File: config.mk
export PLATFORM = sky130hd
export DESIGN_NAME = or_n_irq_aggregator
export DESIGN_NICKNAME = d
export VERILOG_FILES = /design/src/rtl/or_n_irq_aggregator.sv
export SDC_FILE = /design/constraint.sdc
export NUM_CORES = 1
export LEC_CHECK = 0
export ABC_AREA = 1
export CAP_MARGIN = 20
export CORE_UTILIZATION = 35
export DETAILED_ROUTE_END_ITERATION = 10
export HOLD_SLACK_MARGIN = 0.12
export PLACE_DENSITY_LB_ADDON = 0.1
export SLEW_MARGIN = 20
export SYNTH_ARGS = -nofsm -noshare
export SYNTH_HDL_FRONTEND = slang
export SYNTH_SLANG_ARGS = --single-unit
export TNS_END_PERCENT = 30
File: constraint.sdc
create_clock -name clk -period 2.6 [get_ports clk]
set_input_delay 0.52 -clock clk [delete_from_list [all_inputs] [get_ports clk]]
set_output_delay 0.52 -clock clk [all_outputs]
set_load 0.01 [all_outputs]
File: src/rtl/or_n_irq_aggregator.sv
// or_n_irq_aggregator
// Collects WIDTH request/interrupt lines into one CPU interrupt output.
// Each line is synchronised into clk, then handled in one of two modes:
//   level channel : pending follows the synchronised line
//   edge channel  : a rising edge sets a sticky pending bit that is cleared
//                   by software through clr_stb/clr_bits
// The masked pending bits are ORed together. The result drives a small FSM
// that holds out high for at least STRETCH cycles, so a slow poll still sees it.
//
// Handshake / timing contract:
//   in_req may be asynchronous to clk. Pulses shorter than one clk period
//   may be lost. mask, clr_stb and clr_bits are synchronous to clk.
//   clr_stb is a single-cycle strobe, and clr_bits is looked at only while
//   clr_stb is high. A rising edge and a clear on the same bit in the same
//   cycle leave that bit set. Both pending and out are registered.
//   A change on in_req reaches out after SYNC_STAGES+2 clock edges.
module or_n_irq_aggregator #(
    parameter int               WIDTH       = 8,
    parameter int               SYNC_STAGES = 2,
    parameter logic [WIDTH-1:0] EDGE_MASK   = '0,
    parameter int               STRETCH     = 4
) (
    input  logic             clk,
    input  logic             reset,
    input  logic [WIDTH-1:0] in_req,
    input  logic [WIDTH-1:0] mask,
    input  logic             clr_stb,
    input  logic [WIDTH-1:0] clr_bits,
    output logic [WIDTH-1:0] pending,
    output logic             out
);

    // The stretch counter is ceil(log2(STRETCH)) bits wide, with a minimum of one bit.
    localparam int CNT_W = (STRETCH > 1) ? $clog2(STRETCH) : 1;
    localparam logic [CNT_W-1:0] CNT_LOAD = CNT_W'(STRETCH - 1);

    typedef enum logic {
        IDLE   = 1'b0,
        ACTIVE = 1'b1
    } state_t;

    logic [WIDTH-1:0] sync_q [SYNC_STAGES];
    logic [WIDTH-1:0] s;
    logic [WIDTH-1:0] h;
    logic [WIDTH-1:0] rise;
    logic [WIDTH-1:0] pending_q;
    logic [WIDTH-1:0] pending_d;
    logic             any;

    state_t           state;
    state_t           state_d;
    logic [CNT_W-1:0] cnt;
    logic [CNT_W-1:0] cnt_d;

    // Synchroniser chain: stage 0 samples the raw lines, and the last stage is s.
    always_ff @(posedge clk or posedge reset) begin
        if (reset) begin
            for (int k = 0; k < SYNC_STAGES; k++) begin
                sync_q[k] <= '0;
            end
        end else begin
            sync_q[0] <= in_req;
            for (int k = 1; k < SYNC_STAGES; k++) begin
                sync_q[k] <= sync_q[k-1];
            end
        end
    end

    assign s    = sync_q[SYNC_STAGES-1];
    assign rise = s & ~h;

    // Edge history. It resets to 0, so a line that is already high when reset
    // is released counts as a rising edge.
    always_ff @(posedge clk or posedge reset) begin
        if (reset) begin
            h <= '0;
        end else begin
            h <= s;
        end
    end

    // Next pending value for each bit. In an edge channel, a set beats a clear.
    // A level channel ignores clears.
    always_comb begin
        pending_d = pending_q;
        for (int i = 0; i < WIDTH; i++) begin
            if (EDGE_MASK[i]) begin
                if (rise[i]) begin
                    pending_d[i] = 1'b1;
                end else if (clr_stb && clr_bits[i]) begin
                    pending_d[i] = 1'b0;
                end
            end else begin
                pending_d[i] = s[i];
            end
        end
    end

    // Pending flag register, shown to software unmasked.
    always_ff @(posedge clk or posedge reset) begin
        if (reset) begin
            pending_q <= '0;
        end else begin
            pending_q <= pending_d;
        end
    end

    assign pending = pending_q;
    assign any     = |(pending_q & mask);

    // Registers for the output FSM state and the stretch counter.
    always_ff @(posedge clk or posedge reset) begin
        if (reset) begin
            state <= IDLE;
            cnt   <= '0;
        end else begin
            state <= state_d;
            cnt   <= cnt_d;
        end
    end

    // Next state for the stretch FSM. The counter is loaded once on entry to
    // ACTIVE and then counts down to zero, where it stays. The FSM returns to
    // IDLE only when the count has run out and nothing is requesting.
    always_comb begin
        state_d = state;
        cnt_d   = cnt;
        case (state)
            IDLE: begin
                if (any) begin
                    state_d = ACTIVE;
                    cnt_d   = CNT_LOAD;
                end
            end
            ACTIVE: begin
                if (cnt != '0) begin
                    cnt_d = cnt - 1'b1;
                end else if (!any) begin
                    state_d = IDLE;
                end
            end
            default: begin
                state_d = IDLE;
                cnt_d   = '0;
            end
        endcase
    end

    // out is a decode of the state register, so it comes straight from a flop.
    assign out = (state == ACTIVE);

endmodule

==> flow_summary.json <==
{
  "worst_hold_slack_ns": 0.3617,
  "postCtsSetupRepairBufs": 0,
  "cp.depth": 1,
  "overflow": 0,
  "grt_pass1_wl_um": 2145,
  "cts_sinks": 27,
  "worstPathArrival_ns": 1.31,
  "fin_crit_ns": 1.827,
  "total_power_uw": 807.1,
  "post-synth-top-count-cell": "dfrtp_1",
  "finalCritPeriodShare_pct": 70.27,
  "comb_power_share_pct": 20.4,
  "fp-row-count": 17,
  "powerDensity_mw_per_mm2": 688.4,
  "path_class": "flop to output pin",
  "slew_violations": 0,
  "synth_edf_count": 0,
  "crit_chain": "clkdlybuf4s50_1",
  "slew_headroom_pct": 78.44,
  "nets": 125,
  "hold_path_depth": 0,
  "utilization_pct": 52.49,
  "fmax_mhz": 547.3,
  "syn-cell-area_um2": 843.3,
  "crit_buf_inv": 1,
  "cts_buffers": 3,
  "setup_violations": 0,
  "final_hold_viol_count": 0,
  "grtUsageTotal_pct": 12.15,
  "startpoint_type": "flop",
  "swShare_pct": 24.83,
  "hold_start": "pending_d[1]$_DFF_PP0_",
  "place_area_mm2": 0.001146,
  "die_x_um": 51.09,
  "cp-end-kind": "output pin",
  "ys_seq_area_share_pct": 80.12,
  "synthTopCellsByCount": "dfrtp_1 (27), nand2_1 (23), nand3_1 (4), nor2_1 (4), inv_1 (3)",
  "cts_tree": "yes",
  "postCtsHoldBufs": 0,
  "yosys_warnings": 0,
  "grt_pass1_vias": 518,
  "crit_required_ns": 2.08,
  "wl_um": 1241,
  "crit_family": "buffers and inverters",
  "drtPass1Iterations": 4,
  "min_to": "pending[1]$_DFF_PP0_",
  "path_max_fanout": 5,
  "drt_iter0_drc": 1,
  "critPathMaxStageDelay_ns": 0.56,
  "rsz0062_at_grt": "no",
  "area_growth_pct": 39.02,
  "fillerInstances": 206,
  "insertedDiodeCount": 0,
  "reg2reg_depth": 6,
  "p_leak_nw": 0.5591,
  "root_buffer": "clkbuf_4",
  "syn_avg_cell_area_um2": 12.97,
  "synth_nets": 93,
  "cts_max_path_buffers": 2,
  "io_buffers": 26,
  "setup_tns_ns": 0,
  "hpwl_um": 911,
  "synth_cell_type_count": 9,
  "core_area_mm2": 0.002233,
  "drc_errors": 0,
  "io_pins": 36,
  "synth_cells": 65,
  "r2r_start": "cnt[0]$_DFFE_PP0P_",
  "synth_flop_cell": "dfrtp_1",
  "ir_drop_v": 0.0004153,
  "cts-resized-gates": 0,
  "detail-route-antenna-nets": 0,
  "min_path_type": "flop to flop",
  "wire_per_inst_um": 10.01,
  "path_clk_slew_ns": 0.13,
  "dieArea_mm2": 0.002610,
  "die_height_um": 51.09,
  "clock_latency_ns": 0.31,
  "reg2reg_slack_ns": 1.41,
  "power_frac_seq_pct": 58.7,
  "vias_per_cell": 4.403,
  "h-tree-depth": 1,
  "initial_core_util_pct": 37.76,
  "reg2reg_to": "cnt[1]$_DFFE_PP0P_",
  "ys_ff_latch": 27,
  "pwr-share-clk_pct": 20.9,
  "fin_area_mm2": 0.001172,
  "crit_slowest_cell": "clkdlybuf4s50_1",
  "maxCapViolCount": 0,
  "grt_max_degree": 28,
  "yosysTopAreaCell": "dfrtp_1",
  "globalplace.congestion": 0.6835,
  "fin_skew_ns": 0.003268,
  "drive_gt1_share_pct": 7.292,
  "async_flop_share_pct": 100.0,
  "status": "finished, final reports clean",
  "antenna_found_initial": 0,
  "synthDominantCellAreaShare_pct": 80.12,
  "tightest_slew_ns": 0.3234,
  "vias": 546,
  "synth_area_leaders": "dfrtp_1 (80%), nand2_1 (10%), nand3_1 (2.4%)",
  "p_sw_uw": 200.4,
  "intPower_uw": 606.7
}
-- through the flow --
step	cells	setup WS, ns
floorplan	65	1.516
global route	124	0.6990
detailed placement	120	1.056
CTS	124	0.7568
finish	124	0.7730
global placement	120	1.055
-- cell families after synthesis --
| logic type | Yosys count | share of synthesized area [%] |
|---|---|---|
| simple gates | 33 | 16.62 |
| buf+inv | 4 | 1.780 |
| flops | 27 | 80.12 |
| fa+ha+maj | 1 | 1.483 |
-- layer usage --
| layer | wire (um) | vias to the layer above | track usage (%) |
|---|---|---|---|
| li1 | - | 258 | - |
| met1 | 466 | 266 | 11.07 |
| met2 | 673 | 17 | 21.93 |
| met3 | 59 | 5 | 3.571 |
| met4 | 41 | 0 | 9.722 |
| met5 | 0 | - | 0 |
-- registers in the layout, summed over array words and instances, names as in the netlist --
| signal | flops |
|---|---|
| pending_d | 8 |
| out | 1 |
| sync_q | 8 |
| pending | 8 |
| cnt | 2 |
-- cells in the final DEF (no fill, tap or decap), drive strengths merged --
master	synthesis	layout
nand3	5	5
clkdlybuf4s50	0	26
inv	4	4
buf	0	1
dfrtp	27	27
ha	1	1
nand2	23	23
clkbuf	0	4
nor2	4	4
or2	1	1
-- power groups by stage --
stage	registers [mW]	logic, mW	clock network (mW)
after floorplan	0.483	0.103	0
after CTS	0.475	0.169	0.181
after detailed placement	0.483	0.168	0
final	0.474	0.164	0.169
after global routing	0.480	0.187	0.200
after global placement	0.483	0.162	0
-- area by class of cell --
class | instances | area, um^2 | share of cell area (%)
well taps | 28 | 35.03 | 2.988
clock buffers | 4 | 26.28 | 2.241
repair buffers | 27 | 267.8 | 22.84
multi-input cells | 34 | 152.6 | 13.02
flip-flops and latches | 27 | 675.6 | 57.63
inverters | 4 | 15.01 | 1.281
-- how the worst max path moves through the flow --
stage	from	to	slack, ns
2_1_floorplan	cnt[0]$_DFFE_PP0P_	cnt[0]$_DFFE_PP0P_	1.52
3_3_place_gp	mask[0]	cnt[1]$_DFFE_PP0P_	1.05
3_5_place_dp	mask[0]	cnt[0]$_DFFE_PP0P_	1.06
4_1_cts	out$_DFF_PP0_	out	0.76
5_1_grt	out$_DFF_PP0_	out	0.70
6_report	out$_DFF_PP0_	out	0.77
Note: power is estimated with default switching activity, not from simulation.
